## src/rtl/alu_16b.sv

```systemverilog
// alu_16b: registered 16-bit ALU for the execute stage.
// Optional: define ALU16B_OVERFLOW_EN to add the Overflow output.
module alu_16b #(
  parameter int WIDTH = 16
) (
  input  logic             CLK,
  input  logic             Reset,
  input  logic [WIDTH-1:0] ALUScrA,
  input  logic [WIDTH-1:0] ALUScrB,
  input  logic [2:0]       Op,
  output logic [WIDTH-1:0] O,
  output logic             Zero
`ifdef ALU16B_OVERFLOW_EN
  ,
  output logic             Overflow
`endif
);

  localparam int MSB = WIDTH - 1;

  logic [WIDTH-1:0] sum_d;
  logic [WIDTH-1:0] dif_d;
  logic [WIDTH-1:0] sh_d;
  logic [WIDTH-1:0] f_d;
  logic [3:0]       amt_d;
  logic             slt_d;

  logic [WIDTH-1:0] o_q;
  logic             zero_q;

  assign amt_d = ALUScrB[3:0];
  assign sum_d = ALUScrA + ALUScrB;
  assign dif_d = ALUScrA - ALUScrB;
  assign slt_d = $signed(ALUScrA) < $signed(ALUScrB);

  // Shift unit: B[6] picks direction, B[5] picks arithmetic right.
  always_comb begin
    sh_d = ALUScrA;
    if (!ALUScrB[6]) begin
      sh_d = ALUScrA << amt_d;
    end else if (ALUScrB[5]) begin
      sh_d = WIDTH'($signed(ALUScrA) >>> amt_d);
    end else begin
      sh_d = ALUScrA >> amt_d;
    end
  end

  // Result select; every opcode is defined.
  always_comb begin
    f_d = '0;
    unique case (Op)
      3'b000: f_d = ALUScrA & ALUScrB;
      3'b001: f_d = ALUScrA ^ ALUScrB;
      3'b010: f_d = ALUScrA | ALUScrB;
      3'b011: f_d = ~(ALUScrA | ALUScrB);
      3'b100: f_d = sum_d;
      3'b101: f_d = dif_d;
      3'b110: f_d = sh_d;
      3'b111: f_d = {{(WIDTH-1){1'b0}}, slt_d};
      default: f_d = '0;
    endcase
  end

  // Capture result and zero flag; reset forces a zero result.
  always_ff @(posedge CLK or posedge Reset) begin
    if (Reset) begin
      o_q    <= '0;
      zero_q <= 1'b1;
    end else begin
      o_q    <= f_d;
      zero_q <= (f_d == '0);
    end
  end

  assign O    = o_q;
  assign Zero = zero_q;

`ifdef ALU16B_OVERFLOW_EN
  logic ovf_d;
  logic ovf_q;

  // Signed overflow: operand signs vs result sign.
  always_comb begin
    ovf_d = 1'b0;
    if (Op == 3'b100) begin
      ovf_d = (ALUScrA[MSB] == ALUScrB[MSB]) &&
              (sum_d[MSB] != ALUScrA[MSB]);
    end else if (Op == 3'b101) begin
      ovf_d = (ALUScrA[MSB] != ALUScrB[MSB]) &&
              (dif_d[MSB] != ALUScrA[MSB]);
    end
  end

  // Overflow registered alongside O.
  always_ff @(posedge CLK or posedge Reset) begin
    if (Reset) begin
      ovf_q <= 1'b0;
    end else begin
      ovf_q <= ovf_d;
    end
  end

  assign Overflow = ovf_q;
`endif

endmodule

```

## config.mk

```make
export PLATFORM = sky130hd
export DESIGN_NAME = alu_16b
export DESIGN_NICKNAME = d
export VERILOG_FILES = /design/src/rtl/alu_16b.sv
export SDC_FILE = /design/constraint.sdc
export NUM_CORES = 1
export LEC_CHECK = 0
export CORE_UTILIZATION = 59
export CTS_CLUSTER_DIAMETER = 50
export DETAILED_ROUTE_END_ITERATION = 16
export PLACE_DENSITY = 0.83
export SETUP_SLACK_MARGIN = 0.3
export SYNTH_ARGS = -nofsm -noshare
export SYNTH_HDL_FRONTEND = slang
export SYNTH_SLANG_ARGS = --single-unit
```

## constraint.sdc

```tcl
create_clock -name CLK -period 0.8 [get_ports CLK]
set_input_delay 0.24 -clock CLK [delete_from_list [all_inputs] [get_ports CLK]]
set_output_delay 0.24 -clock CLK [all_outputs]
set_load 0.1 [all_outputs]
```

==> results of run 1 <==
## cell usage after synthesis (7+ instances only)
master | n | share of area
a211oi_1 | 11 | 0.017
a21o_1 | 9 | 0.014
a21oi_1 | 39 | 0.040
a221oi_1 | 7 | 0.013
a31oi_1 | 13 | 0.017
and2_1 | 7 | 0.0090
buf_2 | 11 | 0.011
clkbuf_1 | 26 | 0.020
dfrtp_1 | 16 | 0.082
ha_1 | 52 | 0.13
inv_1 | 48 | 0.037
mux2_2 | 18 | 0.042
mux2i_1 | 26 | 0.053
mux4_2 | 16 | 0.074
nand2_1 | 38 | 0.029
nand3_1 | 22 | 0.023
nor2_1 | 62 | 0.048
nor2b_1 | 8 | 0.010
nor3_1 | 19 | 0.020
o21ai_0 | 25 | 0.026
o22ai_1 | 14 | 0.018
xnor2_1 | 8 | 0.014
xor2_1 | 8 | 0.014
## per-stage QoR
stage	TNS (ns)	area (µm²)	instances	hold slack, ns
floorplan	-23.49	5206	629	0.07345
global placement	-37.68	7515	973	0.6199
detailed placement	-40.91	7515	973	0.6628
## cell families after synthesis
kind of cell | synth area share
and+or+nand+nor | 0.1943
AOI/OAI and AO/OA | 0.2738
buffers and inverters | 0.07826
muxes | 0.1958
adders and majority gates | 0.1416
DFF | 0.08750
xor gates and xnor gates | 0.02874
==> impl_results.md, run 1 <==
* Post-Synthesis Net Count at 720
* Inserted Clock Buffers at 3
* Failed at: 4_1_cts
* Top Ports at 54
* Post-Syn Instances at 629
* Syn Area/Cell at between 7 and 8 µm²
* H-tree depth at 1
* Main synth FF type: dfrtp_1
* Clock sink count at 17
* Post-synth cell types at 80
* #FFs+latches synth at 17
* Outcome: did not finish
* Post-Syn Area at a little under 5000 µm²
* Hpwl dp at 21,340 µm
* Deepest clock path buffer count at 2
* Sequential-to-total area share from yosys stat at 0.08750
* Number of setup buffers added after CTS at ~70
* Starting density of the core at 0.6213
* Clock root cell: clkbuf_8
* Hold Buf Count CTS at 0
* Log Error: [ERROR DPL-0038] Utilization greater than 100%, impossible to legalize
* PortBufs at between 50 and 60
* EDFF count, synth at 0
* Post-synth ARST share at 1.000
* Dpl ws at -3.125 ns
* Die height at about 93 µm
* CTS resizes at ~350
* Site row count at 32
* Routability cong. at 1.130
* Die X-Extent at between 90 and 100 µm
* Syn. warnings at 0
==> run 2, diff against run 1 <==
==> config.mk (replaced) <==
export PLATFORM = sky130hd
export DESIGN_NAME = alu_16b
export DESIGN_NICKNAME = d
export VERILOG_FILES = /design/src/rtl/alu_16b.sv
export SDC_FILE = /design/constraint.sdc
export NUM_CORES = 1
export LEC_CHECK = 0
export CORE_UTILIZATION = 40
export DETAILED_ROUTE_END_ITERATION = 16
export PLACE_DENSITY_LB_ADDON = 0.15
export SYNTH_ARGS = -nofsm -noshare
export SYNTH_HDL_FRONTEND = slang
export SYNTH_SLANG_ARGS = --single-unit
==> run 2 against run 1 <==
Net effect:
- the flow now finishes, with violations (setup timing)
- area after synthesis did not move
- synthesized cell count did not move
==> impl_results.md, run 2 <==
* Fin crit share at 3.705
* Syn Area/Cell at 7.752 µm² (unchanged)
* Post-Syn Area at 4876 µm² (unchanged)
* Synth area leader: ha_1
* Largest net degree at the start of global routing at 22
* Outcome: finished with violations
* PortBufs at 53 (unchanged)
* CP arrival at 3.13 ns
* CP max FO at 6
* Power density over cell area at 1063 nW/µm²
* Count leader, synth: nor2_1
* Clock slew at reported path FFs at ~0.05 ns
* Post-Synthesis Net Count at 720 (unchanged)
* Average wire per standard cell at ~25 µm
* First-pass GRT wire length at ~40,000 µm
* Hold crit path type: in -> async
* Site row count at 39 (+22%)
* Drt via density at approximately 6.5
* Post-Route WL at between 20,000 and 30,000 µm
* Top delay family on crit path: simple AND/OR/NAND/NOR gates
* Drt drc at 0
* Min setup slack post-route at -2.164 ns
* DR WL met3 at 3041 µm
* Post-synth ARST share at 1.000 (unchanged)
* H-tree depth at 1 (unchanged)
* Slew HR at 0.6398
* Max Cap Viol at 0
* Core area at roughly 12,000 µm²
* Worst path cell trace: buf_12, ha_4, inv_2, fa_2, nand2b_4, a211oi_4, o31a_1, mux2i_1, o32a_1, nor3_2, or4b_4, nor4_4, nor4bb_4
* FILL cells at around 690
* Commonest non-fill, non-tap cell in the layout: buf_4
* Hpwl dp at 18,240 µm (-15%)
* DRT Pass-1 Iters at 6
* EDFF count, synth at 0 (unchanged)
* Slowest CP cell: or4b_4
* Final Hold Vio Count at 0
* Routability cong. at 1.018 (-10%)
* CP Capture Type: flip-flop
* Count of final setup violators at 34
* Worst slew pin tran at 0.5357 ns
* Syn. warnings at 0 (unchanged)
* Area grow syn2layout at 97.31%
* Routed met1 length at just under 10,000 µm
* Post-DRT Antenna Nets at 0
* Startpoint Class: input port
* Starting density of the core at 0.4181 (-0.2032)
* Top Ports at 54 (unchanged)
* GRT overflow at 0
* Fmax at ~340 MHz
* RSZ-0062 raised after global routing: true
* Vias in the first global route at about 7,000
* Setup Crit Path Kind: in -> reg
* Sequential-to-total area share from yosys stat at 0.08750 (unchanged)
* Vias at between 7,000 and 8,000
* Max reg flops at 16
* Post-Syn Instances at 629 (unchanged)
* Main synth FF type: dfrtp_1
* Hold Buf Count CTS at 0 (unchanged)
* Clock sink count at 17 (unchanged)
* Required time of the worst setup path at 0.96 ns
* Post-synth cell types at 80 (unchanged)
* Post-synth top area share at 0.1334 (unchanged)
* Largest cells by area after synthesis: ha_1 13%, dfrtp_1 8.2%, mux4_2 7.4%
* Layout cell share with drive strength beyond 1 at 0.5877
* Commonest cells in the netlist: 62 x nor2_1, 52 x ha_1, 48 x inv_1
* DRT iter0 DRCs at 696
* Buffers & Inverters on Critical Path at 2
* All-Layer GR Usage at 0.4154
* Final Net Count at 1,055
* Uppermost layer routed: met4
* #FFs+latches synth at 17 (unchanged)
* WHS at between 0.3 and 0.4 ns
* Max incr delay on CP at approximately 0.51 ns
* Deepest clock path buffer count at 2 (unchanged)
* Die X-Extent at 112.4 µm (+21%)
* Inserted Clock Buffers at 3 (unchanged)
* Clock root cell: clkbuf_16
* Failing checks: setup timing
* Most frequent cells in the layout: 263 x buf_4, 54 x nor2_1, 42 x buf_6, 34 x nand2_1, 32 x inv_1
* Die height at 112.4 µm (+21%)
* Static Leak at roughly 4.3 nW
* Total length of routed met2 wires at 12,650 µm
* Final Max Tran Viols at 0
* Post-layout min period at between 2 and 3 ns
* TritonCTS clock tree: done
* Initial antenna violation count at 1
* Worst vdd ir at approximately 0.80 mV
* Die area at 12,630 µm²
* Diodes inserted at 0
* Dpl ws at -3.061 ns (+0.06392 ns)
==> run 2: cell counts after synthesis <==
No cell type changed its count.
==> run 2: final timing paths <==
| check | from | end | slack [ns] | cells past startpoint |
|---|---|---|---|---|
| worst max-delay path | ALUScrB[0] | Zero | -2.16 | 13 |
| worst min-delay path | Reset | O[9] | 0.36 | 3 |
| max in group asynchronous | Reset | O[1] | 0.31 | 3 |
| min in group CLK | ALUScrA[0] | O[0] | 0.72 | 5 |
==> run 2: kinds of logic (layout without fill, tap and decap cells) <==
logic type      Yosys count  after routing  synth area share
simple gates            194            194            0.1943
compound gates          189            189            0.2738
buf+inv                  94            428           0.07826
mux                      65             65            0.1958
fa+ha+maj                54             54            0.1416
flops                    17             17           0.08750
xor+xnor                 16             16           0.02874
==> run 2: timing repair <==
action	CTS	global route
gates cloned	5	0
setup endpoints to repair	34	34
resized for setup	319	74
pin swaps	69	53
buffers inserted	71	29
==> run 2: per-layer routing <==
metal	up-vias	GRT usage
met5	-	0
met4	0	0.2107
met3	211	0.07991
met2	559	0.7184
met1	3422	0.4910
li1	3047	-
==> run 2: area by class of cell <==
type | count | area, µm² | area share
repair buffers | 374 | 3480 | 0.3617
flip-flops and latches | 17 | 486.7 | 0.05059
inverters | 50 | 245.2 | 0.02549
clock buffers | 4 | 78.83 | 0.008194
multi-input cells | 518 | 5151 | 0.5354
well taps | 143 | 178.9 | 0.01860
==> run 2: report_power, final <==
part           switching (mW)  leakage [nW]  internal (mW)
combinational            4.24          4.09           3.79
clock                   0.334        0.0382          0.678
sequential              0.108         0.187           1.07
==> run 2: through the flow <==
| stage | cells | power (mW) | setup TNS (ns) | cell area (µm²) | util |
|---|---|---|---|---|---|
| CTS | 1097 | 9.505 | -30.38 | 9285 | 0.7962 |
| floorplan | 629 | 4.474 | -23.49 | 5202 | - |
| finish | 1106 | 10.22 | -30.92 | 9620 | 0.8249 |
| global route | 1106 | 10.53 | -31.67 | 9620 | 0.8249 |
| global placement | 1023 | 7.258 | -39.09 | 7642 | 0.6553 |
| detailed placement | 1023 | 7.323 | -39.87 | 7642 | 0.6553 |
(Power assumes the default switching activity.)
